[config.mk]
export PLATFORM = sky130hd
export DESIGN_NAME = bnn_pool_bin
export DESIGN_NICKNAME = d
export VERILOG_FILES = /design/src/rtl/bnn_pool_bin.sv
export SDC_FILE = /design/constraint.sdc
export NUM_CORES = 1
export LEC_CHECK = 0
export CORE_ASPECT_RATIO = 1.2
export CORE_MARGIN = 5
export CORE_UTILIZATION = 40
export DETAILED_ROUTE_END_ITERATION = 8
export GPL_TIMING_DRIVEN = 0
export PLACE_DENSITY = 0.65
export SYNTH_ARGS = -nofsm -noshare
export SYNTH_HDL_FRONTEND = slang
export SYNTH_SLANG_ARGS = --single-unit
[constraint.sdc]
create_clock -name clk -period 2.8 [get_ports clk]
set_input_delay 0.42 -clock clk [delete_from_list [all_inputs] [get_ports clk]]
set_output_delay 0.42 -clock clk [all_outputs]
set_load 0.02 [all_outputs]
[src/rtl/bnn_pool_bin.sv]
// Max-pools three signed conv channels over POOL results, binarizes each pooled value
// against a per-channel threshold and packs the bits into one feature vector per sequence.
module bnn_pool_bin #(
    parameter int                 N_CONV = 36,
    parameter int                 POOL   = 2,
    parameter logic signed [31:0] TH1    = 32'sd0,
    parameter logic signed [31:0] TH2    = 32'sd0,
    parameter logic signed [31:0] TH3    = 32'sd0,
    localparam int                N_OUT  = N_CONV / POOL,
    localparam int                FW     = 3 * N_OUT
) (
    input  logic          clk,
    input  logic          rst_n,
    input  logic          start,
    input  logic          conv_vld,
    input  logic [31:0]   conv_in [1:3],
    output logic          bin_vld,
    output logic [2:0]    bin_out,
    output logic [FW-1:0] feat_out,
    output logic          feat_vld,
    output logic          busy,
    output logic          done
);

    localparam int PW = (POOL > 1) ? $clog2(POOL) : 1;
    localparam int OW = (N_OUT > 1) ? $clog2(N_OUT) : 1;

    typedef enum logic [1:0] {
        S_IDLE = 2'd0,
        S_RUN  = 2'd1,
        S_DONE = 2'd2
    } state_t;

    state_t             r_state;
    logic [PW-1:0]      r_pool_cnt;
    logic [OW-1:0]      r_out_cnt;
    logic signed [31:0] r_max [1:3];
    logic               r_bin_vld;
    logic [2:0]         r_bin_out;
    logic [FW-1:0]      r_feat;
    logic               r_feat_vld;
    logic               r_busy;
    logic               r_done;

    logic signed [31:0] w_cand [1:3];
    logic [2:0]         w_bits;
    logic [FW-1:0]      w_feat_next;
    logic               w_accept;
    logic               w_win_end;
    logic               w_last;

    // The incoming value replaces the stored maximum only when strictly larger.
    function automatic logic signed [31:0] max_keep_first(
        input logic signed [31:0] kept,
        input logic signed [31:0] incoming
    );
        logic signed [31:0] res;
        if (incoming > kept) begin
            res = incoming;
        end else begin
            res = kept;
        end
        return res;
    endfunction

    function automatic logic at_or_above(
        input logic signed [31:0] value,
        input logic signed [31:0] thresh
    );
        return (value >= thresh) ? 1'b1 : 1'b0;
    endfunction

    // Candidate maxima, binarized bits and acceptance/window qualifiers for this cycle.
    always_comb begin
        for (int c = 1; c <= 3; c++) begin
            if (r_pool_cnt == {PW{1'b0}}) begin
                w_cand[c] = $signed(conv_in[c]);
            end else begin
                w_cand[c] = max_keep_first(r_max[c], $signed(conv_in[c]));
            end
        end
        w_bits[0]   = at_or_above(w_cand[1], TH1);
        w_bits[1]   = at_or_above(w_cand[2], TH2);
        w_bits[2]   = at_or_above(w_cand[3], TH3);
        w_feat_next = r_feat << 32'd3;
        w_feat_next[2:0] = w_bits;
        w_accept  = (r_state == S_RUN) && conv_vld && !start;
        w_win_end = w_accept && (r_pool_cnt == PW'(POOL - 1));
        w_last    = w_win_end && (r_out_cnt == OW'(N_OUT - 1));
    end

    // Sequence FSM with pooling state and all registered outputs.
    always_ff @(posedge clk or negedge rst_n) begin
        if (!rst_n) begin
            r_state    <= S_IDLE;
            r_pool_cnt <= {PW{1'b0}};
            r_out_cnt  <= {OW{1'b0}};
            for (int c = 1; c <= 3; c++) begin
                r_max[c] <= 32'sd0;
            end
            r_bin_vld  <= 1'b0;
            r_bin_out  <= 3'b000;
            r_feat     <= {FW{1'b0}};
            r_feat_vld <= 1'b0;
            r_busy     <= 1'b0;
            r_done     <= 1'b0;
        end else begin
            r_bin_vld  <= 1'b0;
            r_feat_vld <= 1'b0;
            if (start) begin
                // bin_out deliberately holds its last value across a restart.
                r_state    <= S_RUN;
                r_pool_cnt <= {PW{1'b0}};
                r_out_cnt  <= {OW{1'b0}};
                for (int c = 1; c <= 3; c++) begin
                    r_max[c] <= 32'sd0;
                end
                r_feat     <= {FW{1'b0}};
                r_busy     <= 1'b1;
                r_done     <= 1'b0;
            end else if (w_accept) begin
                for (int c = 1; c <= 3; c++) begin
                    r_max[c] <= w_cand[c];
                end
                if (w_win_end) begin
                    r_pool_cnt <= {PW{1'b0}};
                    r_bin_out  <= w_bits;
                    r_bin_vld  <= 1'b1;
                    r_feat     <= w_feat_next;
                    if (w_last) begin
                        r_state    <= S_DONE;
                        r_out_cnt  <= {OW{1'b0}};
                        r_feat_vld <= 1'b1;
                        r_busy     <= 1'b0;
                        r_done     <= 1'b1;
                    end else begin
                        r_out_cnt  <= r_out_cnt + OW'(1);
                    end
                end else begin
                    r_pool_cnt <= r_pool_cnt + PW'(1);
                end
            end else begin
                r_state <= r_state;
            end
        end
    end

    assign bin_vld  = r_bin_vld;
    assign bin_out  = r_bin_out;
    assign feat_out = r_feat;
    assign feat_vld = r_feat_vld;
    assign busy     = r_busy;
    assign done     = r_done;

endmodule

==> run_summary.xml <==
<?xml version="1.0" encoding="UTF-8"?>
<metrics>
  <group name="place">
    <metric name="dp.final_hpwl" unit="um">19100</metric>
    <metric name="post-place-ws" unit="ns">-0.942</metric>
    <metric name="routabilityCongestion" unit="">0.821</metric>
    <metric name="dpl-instance-area" unit="um2">12400</metric>
    <metric name="placement.io_buffers" unit="">159</metric>
  </group>
  <group name="drt">
    <metric name="via_count" unit="">8630</metric>
    <metric name="dr.first_iter.drc_count" unit="">337</metric>
    <metric name="drt.antenna.violating_nets" unit="">0</metric>
    <metric name="post_drt_via_cell_ratio" unit="">5.31</metric>
    <metric name="wl_per_cell" unit="um">17.0</metric>
    <metric name="detail_route.wirelength" unit="um">27600</metric>
    <metric name="first_pass_iters" unit="">5</metric>
    <metric name="remaining_drc_errors" unit="">0</metric>
  </group>
  <group name="logic_synthesis">
    <metric name="synth_top_area_share" unit="%">39.4</metric>
    <metric name="yosysUniqueCellTypes" unit="">58</metric>
    <metric name="synth.yosys.warnings" unit="">0</metric>
    <metric name="synthArstFlopShare" unit="%">100</metric>
    <metric name="mappedNetlistNets" unit="">1280</metric>
    <metric name="most_frequent_cell_after_synthesis" unit="">dfrtp_1</metric>
    <metric name="synth_seq_cells" unit="">163</metric>
    <metric name="most_frequent_cells_after_synthesis" unit="">163 x dfrtp_1, 123 x nand2_1, 106 x inv_1, 98 x ha_1, 83 x nand3b_1</metric>
    <metric name="synth_top_cell_by_area" unit="">dfrtp_1</metric>
    <metric name="synthCells" unit="">1082</metric>
    <metric name="post_synth_design_cell_area" unit="um2">10300</metric>
    <metric name="synth-edff-count" unit="">0</metric>
    <metric name="synth-seq-area-share" unit="%">39.4</metric>
    <metric name="ys_top_cells_by_area" unit="">dfrtp_1 39%, ha_1 12%, nand3b_1 6.0%</metric>
    <metric name="syn_area_per_cell" unit="um2">9.56</metric>
    <metric name="dominantRegCellSynth" unit="">dfrtp_1</metric>
  </group>
  <group name="timing">
    <metric name="worst_pin_slew" unit="ns">0.658</metric>
    <metric name="max-slew-margin-rel" unit="%">56.1</metric>
    <metric name="final.setup.tns" unit="ns">0</metric>
    <metric name="timing.fmax" unit="MHz">357</metric>
    <metric name="setup_viol_count_final" unit="">0</metric>
    <metric name="final_min_period_over_clock_period" unit="%">99.9</metric>
    <metric name="min_period" unit="ns">2.80</metric>
    <metric name="unrepaired_setup_endpoints_after_global_routing" unit="">yes</metric>
    <metric name="finClkSkew" unit="ns">0.0160</metric>
    <metric name="final_hold_viol_count" unit="">0</metric>
    <metric name="final_hold_slack" unit="ns">0.320</metric>
    <metric name="final.setup.worst_slack" unit="ns">0.00210</metric>
    <metric name="final-max-slew-violation-count" unit="">0</metric>
  </group>
  <group name="final_layout">
    <metric name="antennaDiodeCount" unit="">0</metric>
    <metric name="finalCoreUtilization" unit="%">53.9</metric>
    <metric name="regArea" unit="um2">4080</metric>
    <metric name="nNetsFinal" unit="">1479</metric>
    <metric name="final_design_area_no_fill" unit="um2">13800</metric>
    <metric name="area_growth_syn_to_layout" unit="%">32.9</metric>
    <metric name="drive_gt1_share" unit="%">13.8</metric>
    <metric name="area_taken_by_multi_input_logic_gates" unit="um2">6020</metric>
    <metric name="fillers" unit="">2333</metric>
  </group>
  <group name="setup_path">
    <metric name="timing.critical_path.required" unit="ns">3.17</metric>
    <metric name="arrival" unit="ns">3.16</metric>
    <metric name="crit_type" unit="">input pin to flip-flop</metric>
    <metric name="worst_setup_path_start_kind" unit="">input pin</metric>
    <metric name="worstSetupEndpointType" unit="">flip-flop</metric>
    <metric name="critical_path_peak_fanout" unit="">10</metric>
  </group>
  <group name="pwr">
    <metric name="vdd_ir_drop_max" unit="uV">324</metric>
    <metric name="p_per_area" unit="nW/um2">496</metric>
    <metric name="power.leakage" unit="nW">6.17</metric>
  </group>
  <group name="floorplan">
    <metric name="die_w" unit="um">157</metric>
    <metric name="initial_utilization" unit="%">40.5</metric>
    <metric name="row_count" unit="">64</metric>
    <metric name="floorplan.core_area" unit="um2">25500</metric>
    <metric name="pin_count" unit="">161</metric>
    <metric name="chipHeight" unit="um">186</metric>
    <metric name="die_area" unit="um2">29200</metric>
  </group>
  <group name="grt">
    <metric name="grt_pass1_wl" unit="um">44900</metric>
    <metric name="antenna_violations_before_repair" unit="">0</metric>
    <metric name="grt_max_degree" unit="">93</metric>
    <metric name="grt_pass1_vias" unit="">8946</metric>
    <metric name="global_route.usage.total" unit="%">18.8</metric>
    <metric name="globalRoute.totalOverflow" unit="">0</metric>
  </group>
  <group name="hold_path">
    <metric name="worst_hold_path_type" unit="">input pin to flip-flop</metric>
  </group>
  <group name="clock_tree">
    <metric name="cts-root-to-sink-buffers" unit="">2</metric>
    <metric name="tritoncts.num_buffers" unit="">17</metric>
    <metric name="later_pin_clock_latency_in_the_skew_report" unit="ns">0.43</metric>
    <metric name="cts_root_buffer" unit="">clkbuf_16</metric>
    <metric name="clk_pin_slew_worst_paths" unit="ns">0.08</metric>
    <metric name="clock_sinks" unit="">163</metric>
    <metric name="htree_num_levels" unit="">4</metric>
    <metric name="clock_tree_from_tritoncts" unit="">done</metric>
  </group>
  <group name="job">
    <metric name="drv_cap" unit="">0</metric>
  </group>
  <group name="run_status">
    <metric name="run_status" unit="">completed</metric>
  </group>
</metrics>
[per-stage QoR]
step	power (mW)	instances
floorplan	3.54	1082
global placement	4.08	1571
detailed placement	4.10	1572
CTS	6.76	1617
global route	7.21	1624
finish	6.83	1624
[cell type report]
class                           instances  share of cell area, %
Clock inverter                         15                   1.28
Inverter                              106                   2.89
Tap cell                              330                   3.00
Clock buffer                           17                   3.09
Buffer                                 68                   2.75
Timing Repair Buffer                  181                   13.6
Multi-Input combinational cell        744                   43.8
Sequential cell                       163                   29.6
[where the power goes]
part           switching (mW)  internal, mW  leakage, nW  total (mW)
clock                    1.20          1.22        0.296        2.42
sequential             0.0734          2.51         2.20        2.58
combinational           0.919         0.909         3.68        1.83
[logic make-up after synthesis]
group / Yosys count / share of synthesized area (%)
compound gates: 153 / 11.4
xor+xnor: 3 / 0.254
fa+ha+maj: 98 / 11.8
buf+inv: 175 / 7.01
flops: 163 / 39.4
mux: 71 / 7.28
simple gates: 419 / 22.7
[metal layers]
layer	global-route usage (%)	share of wire [%]	vias to the layer above
li1	-	-	4225
met3	3.98	4.5	37
met2	32.1	49	180
met4	5.59	2.1	0
met5	0	0	-
met1	24.1	45	4188
[cell usage in the layout (no fill, tap or decap), types with 5 or more instances in the layout]
master             n
mux2_2            22
a21oi_2            5
clkbuf_16         19
or3_1             36
buf_6             11
a22o_1            20
nor2_1            19
inv_8              6
nand4_1           17
nand2b_1          68
nor3_1             5
o311ai_2          13
o311ai_1          16
inv_2              5
buf_4             15
ha_4              13
mux2i_1           36
dfrtp_1          163
dlymetal6s2s_1    11
a21oi_1           19
dlygate4sd2_1      5
nand3_1           42
a21o_1            19
inv_1            101
mux2_4            12
o21a_1             5
a22o_2            12
ha_1              84
nand3b_1          83
nand2_1          123
clkdlybuf4s50_1  142
clkbuf_1          50
o21ai_0           10
[critical path, cell delays in order]
cell and delay [ns]:
clkdlybuf4s50_1 0.45, ha_1 0.34, nand4_2 0.13, or3_4 0.41, or3_4 0.43, a2bb2oi_4 0.17
o21ai_2 0.11, a211oi_4 0.37, buf_6 0.20, a22o_1 0.14
[flip-flops by register name, summed over array words and instances (netlist names)]
register	flops
bin_out	3
bin_vld	1
feat_out	54
feat_vld	1
r_max	96
r_out_cnt	5
r_pool_cnt	1
r_state	2
[timing repair]
item / CTS / global route
endpoints found under the hold margin: 71 / 0
resized for setup: 66 / 79
cloned: 1 / 3
setup endpoints to repair: 99 / 147
pin swaps: 12 / 22
setup buffers: 11 / 5
hold buffers: 1 / 0
[final timing paths]
kind,slack [ns],cells after the start,to,startpoint
max in group asynchronous,1.35,3,r_max[76],rst_n
setup reg to reg,0.002,12,r_max[64],r_max[83]
min in group asynchronous,0.56,2,r_max[13],rst_n
hold reg to reg,0.49,1,bin_out[1],bin_out[1]
setup / recovery,0.002,10,r_max[10],conv_in[30]
hold / removal,0.32,3,r_max[44],conv_in[44]
(Power assumes the default switching activity.)
